## src/rtl/sseg_share.sv

```systemverilog
// sseg_share: round-robin time-sharing of one 4-digit seven-segment display among NREQ requesters
module sseg_share #(
    parameter int NREQ  = 4,
    parameter int W     = 16,
    parameter int DWELL = 10000000,
    parameter int CW    = 24
) (
    input  logic              clk,
    input  logic              rst,
    input  logic [NREQ-1:0]   req,
    input  logic [NREQ*W-1:0] data,
    input  logic              lock,
    output logic [NREQ-1:0]   grant,
    output logic [2:0]        owner,
    output logic              active,
    output logic [W-1:0]      value_out
);
    typedef enum logic {IDLE, SHOW} state_t;
    state_t            state_q, state_d;
    logic [NREQ-1:0]   grant_q, grant_d;
    logic [2:0]        owner_q, owner_d;
    logic [2:0]        last_q, last_d;
    logic [CW-1:0]     cnt_q, cnt_d;
    logic [W-1:0]      value_q, value_d;
    logic [W-1:0]      words [8];
    logic [7:0]        req8;
    logic [3:0]        pk;
    logic              take;
    // Returns {found, index} of the first set request strictly after base, wrapping around.
    function automatic logic [3:0] pick(input logic [7:0] r, input logic [2:0] base);
        logic [3:0] res;
        logic [2:0] j;
        res = '0;
        for (int k = NREQ; k >= 1; k--) begin
            j = 3'((int'(base) + k) % NREQ);
            if (r[j]) res = {1'b1, j};
        end
        return res;
    endfunction
    for (genvar i = 0; i < 8; i++) begin : g_w
        if (i < NREQ) begin : g_u
            assign words[i] = data[i*W +: W];
        end else begin : g_z
            assign words[i] = '0;
        end
    end
    assign req8 = 8'(req);
    // A new owner is chosen from idle, when the owner lets go (even under lock), or when its dwell runs out.
    always_comb begin
        state_d = state_q;
        grant_d = grant_q;
        owner_d = owner_q;
        last_d  = last_q;
        cnt_d   = cnt_q;
        value_d = value_q;
        pk      = pick(req8, state_q == IDLE ? last_q : owner_q);
        take    = state_q == IDLE || !req8[owner_q] || (!lock && cnt_q == '0);
        if (take) begin
            state_d = pk[3] ? SHOW : IDLE;
            grant_d = pk[3] ? NREQ'(1) << pk[2:0] : '0;
            owner_d = pk[3] ? pk[2:0] : owner_q;
            last_d  = pk[3] ? pk[2:0] : last_q;
            cnt_d   = pk[3] ? CW'(DWELL - 1) : cnt_q;
            value_d = pk[3] ? words[pk[2:0]] : '0;
        end else begin
            cnt_d   = lock ? cnt_q : cnt_q - 1'b1;
            value_d = words[owner_q];
        end
    end
    // All outputs are registered together; reset favours requester 0 by parking the pointer at NREQ-1.
    always_ff @(posedge clk or posedge rst) begin
        if (rst) begin
            state_q <= IDLE;
            grant_q <= '0;
            owner_q <= '0;
            last_q  <= 3'(NREQ - 1);
            cnt_q   <= '0;
            value_q <= '0;
        end else begin
            state_q <= state_d;
            grant_q <= grant_d;
            owner_q <= owner_d;
            last_q  <= last_d;
            cnt_q   <= cnt_d;
            value_q <= value_d;
        end
    end
    assign grant     = grant_q;
    assign owner     = owner_q;
    assign active    = state_q == SHOW;
    assign value_out = value_q;
endmodule

```

## config.mk

```make
export PLATFORM = sky130hd
export DESIGN_NAME = sseg_share
export DESIGN_NICKNAME = d
export VERILOG_FILES = /design/src/rtl/sseg_share.sv
export SDC_FILE = /design/constraint.sdc
export NUM_CORES = 1
export LEC_CHECK = 0
export ABC_CLOCK_PERIOD_IN_PS = 2500
export CAP_MARGIN = 20
export CORE_MARGIN = 3
export CORE_UTILIZATION = 40
export CTS_BUF_LIST = sky130_fd_sc_hd__clkbuf_16
export DETAILED_ROUTE_END_ITERATION = 8
export GPL_TIMING_DRIVEN = 0
export PLACE_DENSITY = 0.66
export RECOVER_POWER = 25
export SLEW_MARGIN = 20
export SYNTH_ARGS = -nofsm -noshare
export SYNTH_HDL_FRONTEND = slang
export SYNTH_SLANG_ARGS = --single-unit
```

## constraint.sdc

```tcl
create_clock -name clk -period 2.5 [get_ports clk]
set_input_delay 0.5 -clock clk [delete_from_list [all_inputs] [get_ports clk]]
set_output_delay 0.5 -clock clk [all_outputs]
set_load 0.05 [all_outputs]
```

==> run_results.csv <==
group,metric,value,unit
synthesis,synth_mux_area_share,23.1,%
power_and_ir_drop,max-vdd-ir-drop,0.662,mV
sta,hold_slack,487,ps
worst_setup_path,critPathArrivalTime,2500,ps
synthesis,synth-simple-area-share,16.7,%
floorplanning,fp.coreArea,7930,um2
power_and_ir_drop,p_leak,1.84,nW
synthesis,synth_top_family_by_area,"multiplexers",
cts,clk_path_buf_depth,2,
place,place_area,4420,um2
floorplanning,dieWidth,97.4,um
sta,max_clock_freq,427,MHz
synthesis,synth_edf_count,0,
synthesis,ys_seq_area_share,36.8,%
place,dpl.cell_count,504,
layout,area_growth,40.2,%
worst_setup_path,crit_fanout,10,
route,final_antenna_net_count,0,
cts,cts_made_buffers,5,
sta,slew_violations,0,
power_and_ir_drop,p_total,4.90,mW
floorplanning,start_util,42.2,%
cts,root_buffer,"clkbuf_16",
route,dr_total_vias,2984,
synthesis,syn_area,3340,um2
cts,path_clk_slew,70,ps
sta,slew_headroom,31.2,%
cts,clkLatencyLatePin,290,ps
sta,finalClockSkew,8.90,ps
layout,fin_nets,494,
global_route,antenna_found_initial,0,
floorplanning,die-area,9490,um2
floorplanning,num_rows,32,
global_route,grt_pass1_wl,15000,um
cts,htree_levels,2,
layout,layout_common_cells,"clkdlybuf4s50_1 (90), dfrtp_1 (46), mux2i_1 (39)",
synthesis,synth_seq_cells,49,
sta,tightest_slew,1030,ps
global_route,grt.overflow.total,0,
synthesis,syn_nets,381,
worst_setup_path,cpPeakStageDelay,380,ps
sta,setup_viol,0,
worst_setup_path,slowest_stage,"mux2_2",
place,hpwlAfterDp,6650,um
route,drc,0,
power_and_ir_drop,cellPowerDensity,1050,nW/um2
worst_setup_path,crit_type,"flip-flop to flip-flop",
layout,final_area,4690,um2
synthesis,yosysUniqueCellTypes,56,
worst_setup_path,critPathRequiredTime,2650,ps
status,status,"complete, no violations",
route,routed_wl,9050,um
cts,cts_sinks,49,
layout,regArea,1230,um2
place,port-buffer-count,93,
layout,stdcell_count,524,
synthesis,synthCells,308,
synthesis,synth_ff_type,"dfrtp_1",
sta,fin_tns_setup,0,ps
sta,rsz0062_at_grt,"no",
place,place_ws,-487,ps
synthesis,yosys.area_share.xor_xnor,1.05,%
synthesis,synthAdderAreaFrac,0.749,%
worst_setup_path,cp-start-kind,"flip-flop",
layout,drive_gt1_share,19.4,%
layout,utilization,59.1,%
sta,min_period_over_period,93.7,%
worst_setup_path,path_cells,"buf_2, mux2_2, mux2_1, a211o_1, buf_6, buf_6, mux2i_1, o221ai_1",
place,place_congestion,0.870,
floorplanning,io_pins,95,
worst_setup_path,cp-end-kind,"flip-flop",
route,routedWlPerCell,17.3,um
worst_setup_path,cp_top_family,"multiplexers",
cts,tritoncts,"yes",
sta,fin_crit,2340,ps
layout,antenna_cells,0,
layout,fill_cells,692,
route,firstDrtPassIters,4,
layout,layout_commonest_cell,"clkdlybuf4s50_1",
global_route,grt_use_total,19.3,%
sta,setup_slack,157,ps
synthesis,avgSynthCellArea,10.9,um2
layout,multiInputGateArea,1970,um2
synthesis,synthArstFlopShare,100,%
route,vias_per_cell,5.69,
worst_setup_path,crit_path_frequent_cell,"buf_6",
sta,hold_viol,0,
global_route,grt_max_degree,27,
worst_setup_path,critPathBufInv,3,
synthesis,yosysWarnings,0,
floorplanning,fp.dieH,97.4,um
route,drt_iter0_drc,133,
global_route,grt_pass1_vias,2946,
synthesis,synth_compound_area_share,16.3,%
job,max_cap_violations,0,
hold_path,hold_class,"flip-flop to flip-flop",
worst register-to-register path, cell delays in order, from the launching register on:
cell and delay [ps]:
dfrtp_2 370, buf_2 190, mux2_2 380, mux2_1 320, a211o_1 300, buf_6 150
buf_6 160, mux2i_1 190, o221ai_1 150
what timing repair did:
item                       CTS  global route
pin swaps                    0             4
setup endpoints to repair   33            38
hold buffers                 0             0
setup buffers                0            12
resized for setup            4            17
Yosys cell counts, drive strengths merged, types with 3 or more instances:
cell type  instances  area (um2)
dfrtp             47        1180
mux2i             39         390
nand2             33         124
mux4              16         360
o221ai            16         190
buf               14         123
o21ai             14        77.6
nor2              13        48.8
nand3             11        55.1
or3               11        68.8
a21oi             10        50.1
inv                8        30.0
nor3               7        35.0
or4                7        56.3
clkbuf             5        18.8
o31ai              5        37.5
nor2b              3        18.8
nor4               3        37.5
o211ai             3        22.5
xor2               3        26.3
kinds of logic after synthesis:
family                     count (synthesis)
AOI/OAI and AO/OA                         65
xor gates and xnor gates                   4
adders and majority gates                  2
buffers and inverters                     27
DFF                                       49
muxes                                     57
other                                      1
and+or+nand+nor                          103
flip-flops by register name, indices dropped and copies added, names as in the netlist:
name and count:
value_out 16, grant 4, cnt_q 24, active 1, last_q 2, owner 2
layout make-up:
type | instances | share of cell area [%]
Buffer | 19 | 3.31
Clock buffer | 5 | 2.67
Multi-Input combinational cell | 232 | 42.0
Timing Repair Buffer | 106 | 22.0
Inverter | 8 | 0.641
Tap cell | 102 | 2.72
Sequential cell | 49 | 26.2
Clock inverter | 3 | 0.401
metal layers:
| metal | GRT usage, % | routed length, um | vias up |
|---|---|---|---|
| met5 | 0 | 0 | - |
| met4 | 5.01 | 95 | 0 |
| met3 | 2.73 | 367 | 7 |
| met2 | 31.6 | 4510 | 76 |
| met1 | 26.8 | 4070 | 1481 |
| li1 | - | - | 1420 |
power by group:
group / internal (mW) / switching (mW)
combinational: 1.33 / 1.78
sequential: 1.02 / 0.111
clock: 0.368 / 0.301
total: 2.71 / 2.19
worst paths after layout:
| kind | slack [ps] | depth (start not counted) | startpoint | to |
|---|---|---|---|---|
| min reg2reg | 490 | 2 | last_q[1]$_DFFE_PP1P_ | last_q[1]$_DFFE_PP1P_ |
| max | 160 | 8 | active$_DFFE_PP0N_ | value_out[2]$_DFF_PP0_ |
| max reg2reg | 160 | 8 | active$_DFFE_PP0N_ | value_out[2]$_DFF_PP0_ |
| min | 490 | 2 | last_q[1]$_DFFE_PP1P_ | last_q[1]$_DFFE_PP1P_ |
| min in group asynchronous | 900 | 2 | rst | grant[0]$_DFFE_PP0N_ |
| max in group asynchronous | 420 | 3 | rst | cnt_q[23]$_DFFE_PP0P_ |
No activity file was read; power rests on OpenSTA's default activity.
